<file path="config.mk">
export PLATFORM = sky130hd
export DESIGN_NAME = switch_input_reader_flat
export DESIGN_NICKNAME = d
export VERILOG_FILES = /design/src/rtl/switch_input_reader_if.sv /design/src/rtl/switch_input_reader.sv /design/src/flat_wrapper.sv
export SDC_FILE = /design/constraint.sdc
export NUM_CORES = 1
export LEC_CHECK = 0
export ABC_AREA = 0
export CORE_ASPECT_RATIO = 1.25
export CORE_MARGIN = 5
export CORE_UTILIZATION = 30
export DETAILED_ROUTE_END_ITERATION = 6
export SLEW_MARGIN = 10
export SYNTH_ARGS = -nofsm -noshare
export SYNTH_HDL_FRONTEND = slang
export SYNTH_SLANG_ARGS = --single-unit
export TNS_END_PERCENT = 1
</file>
<file path="constraint.sdc">
create_clock -name CLOCK_50 -period 4.8 [get_ports CLOCK_50]
set_input_delay 0.48 -clock CLOCK_50 [delete_from_list [all_inputs] [get_ports CLOCK_50]]
set_output_delay 0.48 -clock CLOCK_50 [all_outputs]
set_load 0.02 [all_outputs]
</file>
<file path="src/rtl/switch_input_reader_if.sv">
// Submission channel between the switch/button front end and the puzzle logic.
// A snapshot transfers on any clock edge where valid and ready are both high.
interface switch_input_reader_if #(
  parameter int N_SW = 18
);
  logic            submit_valid;
  logic [N_SW-1:0] submit_data;
  logic            submit_ready;

  modport master (
    output submit_valid,
    output submit_data,
    input  submit_ready
  );

  modport slave (
    input  submit_valid,
    input  submit_data,
    output submit_ready
  );
endinterface

</file>
<file path="src/rtl/switch_input_reader.sv">
// DE2 switch/button front end: synchronize, debounce, publish stable switches and
// turn each debounced button press into exactly one valid/ready submission.

module sir_debounce #(
  parameter int W               = 18,
  parameter int DEBOUNCE_CYCLES = 1_000_000,
  parameter int CNT_W           = 20
) (
  input  logic         CLOCK_50,
  input  logic         reset,
  input  logic [W-1:0] raw_i,
  output logic [W-1:0] stable_o,
  output logic [W-1:0] stable_nxt_o
);
  localparam logic [CNT_W-1:0] CNT_LAST = CNT_W'(DEBOUNCE_CYCLES - 1);

  logic [W-1:0]     sync1_q, sync2_q;
  logic [W-1:0]     cand_q, cand_d;
  logic [CNT_W-1:0] cnt_q, cnt_d;
  logic [W-1:0]     stable_q, stable_d;

  // Any bit differing from the candidate restarts the whole window.
  always_comb begin
    cand_d   = cand_q;
    cnt_d    = cnt_q;
    stable_d = stable_q;
    if (sync2_q != cand_q) begin
      cand_d = sync2_q;
      cnt_d  = '0;
    end else if (cnt_q == CNT_LAST) begin
      stable_d = cand_q;
    end else begin
      cnt_d = cnt_q + 1'b1;
    end
  end

  always_ff @(posedge CLOCK_50) begin
    if (reset) begin
      sync1_q  <= '0;
      sync2_q  <= '0;
      cand_q   <= '0;
      cnt_q    <= '0;
      stable_q <= '0;
    end else begin
      sync1_q  <= raw_i;
      sync2_q  <= sync1_q;
      cand_q   <= cand_d;
      cnt_q    <= cnt_d;
      stable_q <= stable_d;
    end
  end

  assign stable_o     = stable_q;
  assign stable_nxt_o = stable_d;
endmodule

// Button FSM states:
//   state | meaning
//   IDLE  | debounced button released, waiting for a press
//   HELD  | press already reported, waiting for release
module switch_input_reader #(
  parameter int N_SW            = 18,
  parameter int DEBOUNCE_CYCLES = 1_000_000,
  parameter int CNT_W           = 20
) (
  input  logic                    CLOCK_50,
  input  logic                    reset,
  input  logic [N_SW-1:0]         sw_raw_i,
  input  logic                    btn_raw_i,
  output logic [N_SW-1:0]         sw_stable_o,
  output logic                    sw_changed_o,
  output logic                    overrun_o,
  switch_input_reader_if.master   sub_if
);
  localparam logic [0:0] ST_IDLE = 1'b0;
  localparam logic [0:0] ST_HELD = 1'b1;

  logic [N_SW-1:0] sw_stable, sw_stable_nxt;
  logic            btn_stable, btn_stable_nxt;

  logic [0:0]      state_q, state_d;
  logic            valid_q, valid_d;
  logic [N_SW-1:0] data_q, data_d;
  logic            overrun_q, overrun_d;
  logic            changed_q, changed_d;
  logic            press;
  logic            xfer;

  sir_debounce #(
    .W               (N_SW),
    .DEBOUNCE_CYCLES (DEBOUNCE_CYCLES),
    .CNT_W           (CNT_W)
  ) u_sw_db (
    .CLOCK_50     (CLOCK_50),
    .reset        (reset),
    .raw_i        (sw_raw_i),
    .stable_o     (sw_stable),
    .stable_nxt_o (sw_stable_nxt)
  );

  sir_debounce #(
    .W               (1),
    .DEBOUNCE_CYCLES (DEBOUNCE_CYCLES),
    .CNT_W           (CNT_W)
  ) u_btn_db (
    .CLOCK_50     (CLOCK_50),
    .reset        (reset),
    .raw_i        (btn_raw_i),
    .stable_o     (btn_stable),
    .stable_nxt_o (btn_stable_nxt)
  );

  // The press lands on the same edge btn_stable rises, so it is decoded from
  // the debouncer's next-state value.
  always_comb begin
    state_d = state_q;
    press   = 1'b0;
    case (state_q)
      ST_IDLE: begin
        if (btn_stable_nxt && !btn_stable) begin
          state_d = ST_HELD;
          press   = 1'b1;
        end
      end
      ST_HELD: begin
        if (!btn_stable_nxt) state_d = ST_IDLE;
      end
      default: state_d = ST_IDLE;
    endcase
  end

  assign xfer = valid_q && sub_if.submit_ready;

  // Snapshot is taken from the published vector as it stood before this edge.
  always_comb begin
    valid_d   = valid_q;
    data_d    = data_q;
    overrun_d = overrun_q;
    if (press && (!valid_q || xfer)) begin
      valid_d = 1'b1;
      data_d  = sw_stable;
    end else if (press) begin
      overrun_d = 1'b1;
    end else if (xfer) begin
      valid_d = 1'b0;
    end
  end

  assign changed_d = (sw_stable_nxt != sw_stable);

  always_ff @(posedge CLOCK_50) begin
    if (reset) begin
      state_q   <= ST_IDLE;
      valid_q   <= 1'b0;
      data_q    <= '0;
      overrun_q <= 1'b0;
      changed_q <= 1'b0;
    end else begin
      state_q   <= state_d;
      valid_q   <= valid_d;
      data_q    <= data_d;
      overrun_q <= overrun_d;
      changed_q <= changed_d;
    end
  end

  assign sw_stable_o         = sw_stable;
  assign sw_changed_o        = changed_q;
  assign overrun_o           = overrun_q;
  assign sub_if.submit_valid = valid_q;
  assign sub_if.submit_data  = data_q;
endmodule

</file>
<file path="src/flat_wrapper.sv">
// flat-port wrapper written by rule: the top's interface ports become plain ports
module switch_input_reader_flat 
#(
  parameter int N_SW            = 18,
  parameter int DEBOUNCE_CYCLES = 1_000_000,
  parameter int CNT_W           = 20
)
  (CLOCK_50, reset, sw_raw_i, btn_raw_i, sw_stable_o, sw_changed_o, overrun_o, sub_if_submit_valid, sub_if_submit_data, sub_if_submit_ready);
  switch_input_reader_if #(.N_SW(N_SW)) sub_if_i ();
  input  logic CLOCK_50;
  input  logic reset;
  input  logic [N_SW-1:0] sw_raw_i;
  input  logic btn_raw_i;
  output logic [N_SW-1:0] sw_stable_o;
  output logic sw_changed_o;
  output logic overrun_o;
  output wire logic [$bits(sub_if_i.submit_valid)-1:0] sub_if_submit_valid;
  output wire logic [$bits(sub_if_i.submit_data)-1:0] sub_if_submit_data;
  input wire logic [$bits(sub_if_i.submit_ready)-1:0] sub_if_submit_ready;
  assign sub_if_submit_valid = sub_if_i.submit_valid;
  assign sub_if_submit_data = sub_if_i.submit_data;
  assign sub_if_i.submit_ready = sub_if_submit_ready;
  switch_input_reader #(.N_SW(N_SW), .DEBOUNCE_CYCLES(DEBOUNCE_CYCLES), .CNT_W(CNT_W)) u_core (.CLOCK_50(CLOCK_50), .reset(reset), .sw_raw_i(sw_raw_i), .btn_raw_i(btn_raw_i), .sw_stable_o(sw_stable_o), .sw_changed_o(sw_changed_o), .overrun_o(overrun_o), .sub_if(sub_if_i));
endmodule
</file>
==> results of run 1 <==
state kept, by name, summed over array words and instances (netlist names), 18 cells and up:
register	count
u_core.sub_if.submit_data	18
u_core.u_btn_db.cnt_q	20
u_core.u_sw_db.cand_q	18
u_core.u_sw_db.cnt_q	20
u_core.u_sw_db.stable_o	18
u_core.u_sw_db.sync1_q	18
u_core.u_sw_db.sync2_q	18
area by class of cell:
cell class / instances / share of cell area [%]
Multi-Input combinational cell: 381 / 36.1
Clock inverter: 13 / 1.62
Tap cell: 224 / 4.21
Clock buffer: 19 / 6.81
Timing Repair Buffer: 63 / 9.29
Inverter: 8 / 0.452
Sequential cell: 138 / 41.5
power breakdown:
part / switching [uW] / internal (uW) / leakage [uW] / total (uW)
Combinational: 45.6 / 39.5 / 0.000972 / 85.0
Sequential: 14.4 / 1170 / 0.00112 / 1180
Clock: 517 / 700 / 0.000272 / 1220
Total: 577 / 1910 / 0.00237 / 2480
worst reg2reg max path, delay by kind of cell (launching register included):
family	cells	cell delay, ps
DFF	1	350
xor gates and xnor gates	1	180
and+or+nand+nor	4	2000
stage by stage:
step           cell area (sq um)  util [%]
2_1_floorplan               5310         -
3_3_place_gp                6090      34.9
3_5_place_dp                6090      34.9
4_1_cts                     6650      38.1
5_1_grt                     6650      38.1
6_report                    6650      38.1
cell usage after synthesis (2+ instances only):
cell type,n,share of area [%]
sky130_fd_sc_hd__nand3_1,32,3.0
sky130_fd_sc_hd__buf_4,2,0.28
sky130_fd_sc_hd__xor2_1,44,7.3
sky130_fd_sc_hd__nor3_1,14,1.3
sky130_fd_sc_hd__inv_1,8,0.57
sky130_fd_sc_hd__nand4_1,8,0.94
sky130_fd_sc_hd__xnor2_1,25,4.1
sky130_fd_sc_hd__o21ai_0,26,2.5
sky130_fd_sc_hd__nand2_1,16,1.1
sky130_fd_sc_hd__nor2b_1,58,6.8
sky130_fd_sc_hd__o2111ai_1,2,0.33
sky130_fd_sc_hd__mux2i_1,19,3.6
sky130_fd_sc_hd__nand2b_1,3,0.35
sky130_fd_sc_hd__or3_1,5,0.59
sky130_fd_sc_hd__ha_1,2,0.47
sky130_fd_sc_hd__nor2_1,59,4.2
sky130_fd_sc_hd__and3_1,3,0.35
sky130_fd_sc_hd__and4_1,5,0.83
sky130_fd_sc_hd__dfxtp_1,138,52
sky130_fd_sc_hd__clkbuf_1,17,1.2
sky130_fd_sc_hd__nor4_1,15,1.8
sky130_fd_sc_hd__buf_2,6,0.57
sky130_fd_sc_hd__a31oi_1,2,0.24
sky130_fd_sc_hd__o311ai_0,2,0.33
sky130_fd_sc_hd__and2_1,3,0.35
sky130_fd_sc_hd__a21oi_1,25,2.4
sky130_fd_sc_hd__nand3b_1,2,0.28
sky130_fd_sc_hd__nor4b_1,3,0.50
cells by family (layout without fill, tap and decap cells):
| family | after synthesis | in the layout |
|---|---|---|
| buffers and inverters | 34 | 103 |
| and+or+nand+nor | 231 | 231 |
| adders and majority gates | 2 | 2 |
| AOI/OAI and AO/OA | 59 | 59 |
| xor gates and xnor gates | 69 | 69 |
| muxes | 20 | 20 |
| DFF | 138 | 138 |
routing by layer:
layer	GRT usage, %	vias to the layer above	routed length [um]
li1	-	1992	-
met4	6.70	0	433
met1	13.4	1851	4930
met2	18.3	89	5410
met5	0	-	0
met3	2.95	25	470
worst max-delay path by stage:
stage | startpoint | end
after floorplan | u_core.u_sw_db.cnt_q[0] | u_core.u_sw_db.cnt_q[3]
after global placement | u_core.u_sw_db.cand_q[16] | u_core.sw_changed_o
after detailed placement | u_core.u_sw_db.cand_q[16] | u_core.sw_changed_o
after CTS | u_core.u_sw_db.cand_q[16] | u_core.sw_changed_o
after global routing | u_core.u_sw_db.cand_q[16] | u_core.sw_changed_o
final | u_core.u_sw_db.cand_q[15] | u_core.sw_changed_o
==> load_flow_metrics.sql, run 1 <==
INSERT INTO impl_metrics (metric_group, metric, value, unit) VALUES
('logic_synthesis', 'synth-main-ff-cell', 'sky130_fd_sc_hd__dfxtp_1', ''),
('final_layout', 'layout_commonest_cell', 'sky130_fd_sc_hd__dfxtp_1', ''),
('timing', 'whs', '423', 'ps'),
('clock_tree', 'cts_tree', 'built', ''),
('logic_synthesis', 'synth.area.mux_share', '3.80', '%'),
('place', 'dpl.cell_count', '814', ''),
('place', 'port_buffer_count', '60', ''),
('setup_path', 'cp_slowest_stage_delay', '750', 'ps'),
('timing', 'timing.max_slew.rel_slack', '44.4', '%'),
('setup_path', 'cp.depth', '5', ''),
('timing', 'max_clock_freq', '380', 'MHz'),
('timing', 'report.final.slew_viol_count', '0', ''),
('timing', 'timing.final.hold_violations', '0', ''),
('detailed_routing', 'finalWirelength', '11.2', 'mm'),
('detailed_routing', 'route.detailed.wl_per_inst', '13.3', 'um'),
('setup_path', 'timing.setup.critical_path_class', 'reg -> reg', ''),
('detailed_routing', 'post-route-drc-count', '0', ''),
('logic_synthesis', 'ys_ff_latch', '138', ''),
('timing', 'tightest_slew', '834', 'ps'),
('setup_path', 'end_kind', 'flop', ''),
('setup_path', 'critPathTopFamily', 'simple AND/OR/NAND/NOR gates', ''),
('floorplan', 'dieArea', '20500', 'sq um'),
('setup_path', 'r2r.worst_path.cells', '5', ''),
('clock_tree', 'ctsHtreeMaxLevel', '4', ''),
('setup_path', 'reg2reg_to', 'u_core.sw_changed_o', ''),
('detailed_routing', 'routed-via-count', '3957', ''),
('timing', 'skew', '12.0', 'ps'),
('final_layout', 'multi_input_logic_area', '2400', 'sq um'),
('final_layout', 'final-seq-area', '2760', 'sq um'),
('setup_path', 'regToRegStartpoint', 'u_core.u_sw_db.cand_q[15]', ''),
('timing', 'min_period', '2630', 'ps'),
('clock_tree', 'clock_tree.root_cell', 'sky130_fd_sc_hd__clkbuf_16', ''),
('place', 'pre_cts_ws', '2160', 'ps'),
('worst_hold_path', 'hold_start', 'reset', ''),
('worst_hold_path', 'min_to', 'u_core.overrun_o', ''),
('logic_synthesis', 'synth_edf_count', '0', ''),
('setup_path', 'crit_slowest_cell', 'sky130_fd_sc_hd__or3_1', ''),
('status', 'result_of_the_run', 'complete, no violations', ''),
('floorplan', 'die_w', '129', 'um'),
('logic_synthesis', 'dominant_combinational_cell_family_by_area_after_synthesis', 'simple AND/OR/NAND/NOR gates', ''),
('final_layout', 'layout_common_cells', '138 x sky130_fd_sc_hd__dfxtp_1, 59 x sky130_fd_sc_hd__nor2_1, 59 x sky130_fd_sc_hd__clkdlybuf4s50_1', ''),
('power_and_ir_drop', 'leakage', '0.00237', 'uW'),
('logic_synthesis', 'synth-simple-area-share', '23.4', '%'),
('logic_synthesis', 'seq_area_frac_synth', '52.1', '%'),
('floorplan', 'std_cell_rows', '54', ''),
('logic_synthesis', 'synth_fa_ha_area_share', '0.472', '%'),
('setup_path', 'crit_fanout', '21', ''),
('clock_tree', 'clk_path_buf_depth', '2', ''),
('clock_tree', 'holdBufCountCts', '0', ''),
('timing', 'grt_setup_unrepaired', 'no', ''),
('timing', 'final.period_utilization', '54.8', '%'),
('detailed_routing', 'avgViaCountPerCell', '4.68', ''),
('setup_path', 'crit_top_cell', 'sky130_fd_sc_hd__nor4_1', ''),
('floorplan', 'die_y', '159', 'um'),
('timing', 'fin_tns_setup', '0', 'ps'),
('floorplan', 'io-pin-count', '61', ''),
('place', 'dp_hpwl', '7.93', 'mm'),
('logic_synthesis', 'post_synth_xor_area_fraction', '11.4', '%'),
('logic_synthesis', 'synth-warning-count', '0', ''),
('logic_synthesis', 'netlist_instances', '553', ''),
('global_route', 'first_pass_grt_wire_length', '18.4', 'mm'),
('final_layout', 'flow.area_growth_from_synthesis', '25.4', '%'),
('logic_synthesis', 'post_synth_num_cell_types', '37', ''),
('final_layout', 'stdcell_count', '846', ''),
('clock_tree', 'cts_sinks', '138', ''),
('final_layout', 'final_antenna_diode_count', '0', ''),
('setup_path', 'worst-endpoint-arrival', '2930', 'ps'),
('worst_hold_path', 'hold_depth', '2', ''),
('timing', 'worst_setup_slack_after_layout', '2170', 'ps'),
('place', 'gp_congestion', '0.792', ''),
('global_route', 'gr-usage-all-layers', '11.3', '%');
Note: power is estimated with default switching activity, not from simulation.
==> inputs of run 2 (changes only) <==
==> constraint.sdc (replaced) <==
create_clock -name CLOCK_50 -period 2.3 [get_ports CLOCK_50]
set_input_delay 0.23 -clock CLOCK_50 [delete_from_list [all_inputs] [get_ports CLOCK_50]]
set_output_delay 0.23 -clock CLOCK_50 [all_outputs]
set_load 0.02 [all_outputs]
==> load_flow_metrics.sql, run 2 (synthesis gave the netlist of run 1 again) <==
INSERT INTO impl_metrics (metric_group, metric, value, unit) VALUES
('worst_hold_path', 'min_to', 'u_core.overrun_o', ''),
('final_layout', 'final_antenna_diode_count', '0', ''),
('floorplan', 'io-pin-count', '61', ''),
('clock_tree', 'clock_tree.root_cell', 'sky130_fd_sc_hd__clkbuf_16', ''),
('setup_path', 'setup.reg_to_reg.worst_slack', '150', 'ps'),
('floorplan', 'floorplan.core_area', '17400', 'sq um'),
('power_and_ir_drop', 'internal_power', '3990', 'uW'),
('timing', 'min_period', '2150', 'ps'),
('worst_hold_path', 'worstHoldPathType', 'in -> reg', ''),
('global_route', 'pin_count_of_the_biggest_net_entering_global_routing', '88', ''),
('setup_path', 'cp_slowest_stage_delay', '660', 'ps'),
('job', 'maxCapViolCount', '0', ''),
('place', 'port_buffer_count', '60', ''),
('final_layout', 'reg.largest.list', 'u_core.u_btn_db.cnt_q x20, u_core.u_sw_db.cnt_q x20', ''),
('floorplan', 'die_y', '159', 'um'),
('timing', 'final.period_utilization', '93.7', '%'),
('timing', 'fin_tns_setup', '0', 'ps'),
('clock_tree', 'post_cts_buffers', '0', ''),
('setup_path', 'crit_fanout', '7', ''),
('global_route', 'antenna_found_initial', '0', ''),
('detailed_routing', 'drtPass1Iterations', '4', ''),
('clock_tree', 'ctsHtreeMaxLevel', '4', ''),
('worst_hold_path', 'hold_depth', '2', ''),
('power_and_ir_drop', 'sw_frac_of_total', '24.9', '%'),
('detailed_routing', 'post-route-drc-count', '0', ''),
('place', 'dp_hpwl', '8.03', 'mm'),
('power_and_ir_drop', 'power.sequential.fraction', '46.4', '%'),
('timing', 'skew', '12.5', 'ps'),
('power_and_ir_drop', 'ir_worst_vdd', '0.000509', 'V'),
('status', 'result_of_the_run', 'complete, no violations', ''),
('detailed_routing', 'route.detailed.wl_per_inst', '13.2', 'um'),
('setup_path', 'timing.setup.critical_path_class', 'reg -> reg', ''),
('timing', 'grt_setup_unrepaired', 'no', ''),
('power_and_ir_drop', 'power.clock.fraction', '50.0', '%'),
('detailed_routing', 'avgViaCountPerCell', '4.62', ''),
('setup_path', 'crit_slowest_cell', 'sky130_fd_sc_hd__or4_4', ''),
('clock_tree', 'cts_tree', 'built', ''),
('power_and_ir_drop', 'leakage', '0.00244', 'uW'),
('detailed_routing', 'dr.first_iter.drc_count', '187', ''),
('global_route', 'grt_overflow', '0', ''),
('global_route', 'first_pass_grt_wire_length', '18.6', 'mm'),
('clock_tree', 'cts_made_buffers', '17', ''),
('detailed_routing', 'drtAntennaViolNets', '0', ''),
('setup_path', 'reg2reg_to', 'u_core.u_sw_db.cnt_q[3]', ''),
('setup_path', 'end_kind', 'flop', ''),
('detailed_routing', 'routed-via-count', '3937', ''),
('timing', 'timing.final.hold_violations', '0', ''),
('final_layout', 'final_nets', '639', ''),
('clock_tree', 'clk_pin_slew_worst_paths', '70', 'ps'),
('setup_path', 'regToRegStartpoint', 'u_core.u_sw_db.cnt_q[0]', ''),
('floorplan', 'initial_utilization', '30.4', '%'),
('place', 'gp_congestion', '0.777', ''),
('clock_tree', 'cts_resized', '0', ''),
('floorplan', 'dieArea', '20500', 'sq um'),
('clock_tree', 'clock_latency', '420', 'ps'),
('timing', 'report.final.slew_viol_count', '0', ''),
('worst_hold_path', 'hold_start', 'reset', ''),
('power_and_ir_drop', 'power_frac_comb', '3.6', '%'),
('final_layout', 'post_route_cells_drive_above_1_share', '7.80', '%'),
('timing', 'tightest_slew', '748', 'ps'),
('final_layout', 'layout_common_cells', '138 x sky130_fd_sc_hd__dfxtp_1, 59 x sky130_fd_sc_hd__nor2_1, 59 x sky130_fd_sc_hd__clkdlybuf4s50_1', ''),
('timing', 'report.final.setup_viol', '0', ''),
('detailed_routing', 'finalWirelength', '11.3', 'mm'),
('clock_tree', 'clk_path_buf_depth', '2', ''),
('setup_path', 'cp-start-kind', 'flop', ''),
('setup_path', 'worst-endpoint-arrival', '2450', 'ps'),
('floorplan', 'std_cell_rows', '54', ''),
('setup_path', 'r2r.worst_path.cells', '6', ''),
('global_route', 'via_count_of_the_first_global_routing_pass', '3839', ''),
('power_and_ir_drop', 'power_switching', '1320', 'uW'),
('clock_tree', 'cts_sinks', '138', ''),
('power_and_ir_drop', 'powerDensity', '785', 'nW/um^2'),
('timing', 'max_clock_freq', '464', 'MHz'),
('power_and_ir_drop', 'power', '5310', 'uW'),
('final_layout', 'layout_commonest_cell', 'sky130_fd_sc_hd__dfxtp_1', ''),
('final_layout', 'flow.area_growth_from_synthesis', '27.5', '%'),
('clock_tree', 'holdBufCountCts', '0', ''),
('setup_path', 'cp_data_required_time', '2600', 'ps'),
('floorplan', 'die_w', '129', 'um'),
('timing', 'timing.max_slew.rel_slack', '50.2', '%'),
('setup_path', 'critical_path.cell_chain', 'ha_1 > nand4_1 > or4_4 > o2111ai_1 > xor2_1 > nor2_1', ''),
('global_route', 'gr-usage-all-layers', '11.2', '%');
run 2: worst max path at each step:
stage,start,end,slack [ps],depth (start not counted)
after floorplan,u_core.u_sw_db.cnt_q[0],u_core.u_sw_db.cnt_q[3],360,7
after global placement,u_core.u_sw_db.cnt_q[0],u_core.u_sw_db.cnt_q[4],250,6
after detailed placement,u_core.u_sw_db.cnt_q[0],u_core.u_sw_db.cnt_q[3],160,6
after CTS,u_core.u_sw_db.cnt_q[0],u_core.u_sw_db.cnt_q[3],140,6
after global routing,u_core.u_sw_db.cnt_q[0],u_core.u_sw_db.cnt_q[4],60,6
final,u_core.u_sw_db.cnt_q[0],u_core.u_sw_db.cnt_q[3],150,6
run 2: power groups by stage:
stage	logic [uW]	registers, uW	clock network [uW]
4_1_cts	195	2470	2720
5_1_grt	211	2470	2830
3_5_place_dp	195	2520	0
2_1_floorplan	123	2510	0
6_report	192	2460	2660
3_3_place_gp	192	2520	0
run 2: area by class of cell:
| class | instances | area (sq um) |
|---|---|---|
| Fill cell | 1738 | 10700 |
| Sequential cell | 138 | 2760 |
| Multi-Input combinational cell | 381 | 2410 |
| Timing Repair Buffer | 69 | 688 |
| Clock buffer | 17 | 425 |
| Tap cell | 224 | 280 |
| Clock inverter | 15 | 168 |
| Inverter | 8 | 30.0 |
run 2: stage by stage:
step | setup slack, ps | std cells | instance area (sq um) | hold slack (ps) | util (%)
6_report | 146 | 852 | 6770 | 180 | 38.8
5_1_grt | 60.3 | 852 | 6770 | 202 | 38.8
4_1_cts | 145 | 852 | 6750 | 177 | 38.7
3_5_place_dp | 157 | 820 | 6160 | 422 | 35.3
3_3_place_gp | 251 | 820 | 6160 | 418 | 35.3
2_1_floorplan | 360 | 553 | 5310 | 358 | -
run 2: critical path: cells and delay by family, from the launching register on:
family | cells | cell delay, ps
and+or+nand+nor | 3 | 1020
xor gates and xnor gates | 1 | 180
AOI/OAI and AO/OA | 1 | 250
DFF | 1 | 390
adders and majority gates | 1 | 210
run 2: routing by layer:
| metal | global-route usage [%] | vias to the layer above | share of wire, % |
|---|---|---|---|
| met2 | 19.2 | 69 | 51 |
| met3 | 2.45 | 15 | 3.4 |
| met4 | 4.30 | 0 | 2.0 |
| met5 | 0 | - | 0 |
| li1 | - | 2005 | - |
| met1 | 13.7 | 1848 | 43 |
==> inputs of run 3 (changes only) <==
==> constraint.sdc (replaced) <==
create_clock -name CLOCK_50 -period 2 [get_ports CLOCK_50]
set_input_delay 0.2 -clock CLOCK_50 [delete_from_list [all_inputs] [get_ports CLOCK_50]]
set_output_delay 0.2 -clock CLOCK_50 [all_outputs]
set_load 0.02 [all_outputs]
==> load_flow_metrics.sql, run 3 (synthesis gave the netlist of run 1 again) <==
INSERT INTO impl_metrics (metric_group, metric, value, unit) VALUES
('clock_tree', 'holdBufCountCts', '0', ''),
('global_route', 'via_count_of_the_first_global_routing_pass', '4039', ''),
('timing', 'tightest_slew', '455', 'ps'),
('final_layout', 'final_antenna_diode_count', '0', ''),
('power_and_ir_drop', 'ir_worst_vdd', '0.000670', 'V'),
('clock_tree', 'clock_tree.root_cell', 'sky130_fd_sc_hd__clkbuf_16', ''),
('detailed_routing', 'dr.first_iter.drc_count', '197', ''),
('detailed_routing', 'routed-via-count', '4019', ''),
('detailed_routing', 'avgViaCountPerCell', '4.63', ''),
('detailed_routing', 'drtPass1Iterations', '4', ''),
('global_route', 'antenna_found_initial', '0', ''),
('final_layout', 'layout_commonest_cell', 'sky130_fd_sc_hd__dfxtp_1', ''),
('floorplan', 'io-pin-count', '61', ''),
('floorplan', 'floorplan.core_area', '17400', 'sq um'),
('timing', 'worst_setup_slack_after_layout', '83.4', 'ps'),
('detailed_routing', 'drtAntennaViolNets', '0', ''),
('global_route', 'pin_count_of_the_biggest_net_entering_global_routing', '88', ''),
('timing', 'timing.max_slew.rel_slack', '69.3', '%'),
('timing', 'report.final.slew_viol_count', '0', ''),
('detailed_routing', 'post-route-drc-count', '0', ''),
('setup_path', 'end_kind', 'flop', ''),
('global_route', 'first_pass_grt_wire_length', '19.1', 'mm'),
('timing', 'max_clock_freq', '522', 'MHz'),
('worst_hold_path', 'worstHoldPathType', 'in -> reg', ''),
('clock_tree', 'cts_sinks', '138', ''),
('power_and_ir_drop', 'powerDensity', '891', 'nW/um^2'),
('setup_path', 'worst-endpoint-arrival', '2210', 'ps'),
('final_layout', 'reg.largest.list', 'u_core.u_btn_db.cnt_q x20, u_core.u_sw_db.cnt_q x20', ''),
('final_layout', 'fillerInstances', '1678', ''),
('clock_tree', 'ctsHtreeMaxLevel', '4', ''),
('clock_tree', 'clk_path_buf_depth', '2', ''),
('timing', 'min_period', '1920', 'ps'),
('setup_path', 'timing.setup.critical_path_class', 'reg -> reg', ''),
('global_route', 'gr-usage-all-layers', '11.6', '%'),
('clock_tree', 'cts_tree', 'built', ''),
('setup_path', 'cp_data_required_time', '2300', 'ps'),
('timing', 'fin_tns_setup', '0', 'ps'),
('final_layout', 'final-seq-area', '2760', 'sq um'),
('timing', 'report.final.setup_viol', '0', ''),
('timing', 'skew', '10.1', 'ps'),
('detailed_routing', 'finalWirelength', '11.6', 'mm'),
('final_layout', 'multi_input_logic_area', '2450', 'sq um'),
('place', 'pre_cts_ws', '-39.1', 'ps'),
('timing', 'grt_setup_unrepaired', 'yes', ''),
('global_route', 'grt_overflow', '0', ''),
('status', 'result_of_the_run', 'complete, no violations', ''),
('power_and_ir_drop', 'leakage', '0.00255', 'uW'),
('final_layout', 'flow.area_growth_from_synthesis', '31.1', '%'),
('final_layout', 'layout_common_cells', '138 x sky130_fd_sc_hd__dfxtp_1, 59 x sky130_fd_sc_hd__nor2_1, 59 x sky130_fd_sc_hd__clkdlybuf4s50_1', ''),
('floorplan', 'initial_utilization', '30.4', '%'),
('clock_tree', 'cts_made_buffers', '17', ''),
('place', 'port_buffer_count', '60', ''),
('setup_path', 'cp-start-kind', 'flop', ''),
('job', 'maxCapViolCount', '0', ''),
('floorplan', 'dieArea', '20500', 'sq um'),
('floorplan', 'die_w', '129', 'um'),
('clock_tree', 'clk_pin_slew_worst_paths', '60', 'ps'),
('detailed_routing', 'route.detailed.wl_per_inst', '13.3', 'um'),
('floorplan', 'std_cell_rows', '54', ''),
('timing', 'final.period_utilization', '95.8', '%'),
('timing', 'timing.final.hold_violations', '0', ''),
('floorplan', 'die_y', '159', 'um'),
('setup_path', 'crit_fanout', '7', ''),
('clock_tree', 'clock_latency', '410', 'ps'),
('place', 'gp_congestion', '0.761', ''),
('final_layout', 'final_nets', '655', ''),
('place', 'dp_hpwl', '8.22', 'mm'),
('final_layout', 'post_route_cells_drive_above_1_share', '10.9', '%');
## run 3: where the power goes
| group | switching, uW | total (uW) | leakage, uW | internal [uW] |
|---|---|---|---|---|
| Combinational | 123 | 255 | 0.00114 | 131 |
| Clock | 1320 | 3110 | 0.000289 | 1790 |
| Sequential | 33.2 | 2830 | 0.00112 | 2800 |
| Total | 1480 | 6190 | 0.00255 | 4720 |
## run 3: metal layers
metal  vias up  wire [um]  global-route usage [%]  part of all wire, %
li1       2048          -                       -                    -
met1      1879       5060                    13.8                   44
met2        74       5790                    19.2                   50
met3        18        396                    3.22                  3.4
met4         0        313                    5.50                  2.7
met5         -          0                       0                    0
## run 3: area by class of cell
cell class / count / share of cell area (%)
inverters: 8 / 0.432
repair buffers: 85 / 12.0
multi-input cells: 381 / 35.2
well taps: 224 / 4.03
clock buffers: 17 / 6.12
flip-flops and latches: 138 / 39.7
clock inverters: 15 / 2.48
## run 3: worst max-delay path: stages (launching register included)
cell                        delay, ps
sky130_fd_sc_hd__dfxtp_1          350
sky130_fd_sc_hd__ha_1             190
sky130_fd_sc_hd__nand4_1          250
sky130_fd_sc_hd__or4_4            550
sky130_fd_sc_hd__o2111ai_1        240
sky130_fd_sc_hd__xor2_1           180
sky130_fd_sc_hd__nor2_1            50
## run 3: path summary, 6_finish.rpt
kind                                                  from                          to  cells past startpoint  slack (ps)
worst max-delay path               u_core.u_sw_db.cnt_q[0]     u_core.u_sw_db.cnt_q[4]                      6          80
worst min-delay path                                 reset            u_core.overrun_o                      2         160
worst max register to register     u_core.u_sw_db.cnt_q[0]     u_core.u_sw_db.cnt_q[4]                      6          80
worst min register to register  u_core.u_sw_db.sync1_q[14]  u_core.u_sw_db.sync2_q[14]                      1         440
## run 3: timing repair
| item | in CTS | in global routing |
|---|---|---|
| setup endpoints to repair | 9 | 44 |
| resized for setup | 2 | 7 |
| setup buffers | 0 | 0 |
| pin swaps | 0 | 3 |
## run 3: through the flow
step | std cells | util (%) | total power [uW] | hold slack [ps] | area, sq um
final | 868 | 39.9 | 6190 | 162 | 6950
after global routing | 868 | 39.9 | 6440 | 160 | 6950
after CTS | 868 | 39.7 | 6280 | 153 | 6910
after detailed placement | 836 | 36.2 | 3150 | 428 | 6300
after global placement | 836 | 36.2 | 3140 | 418 | 6300
after floorplan | 553 | - | 3030 | 328 | 5310
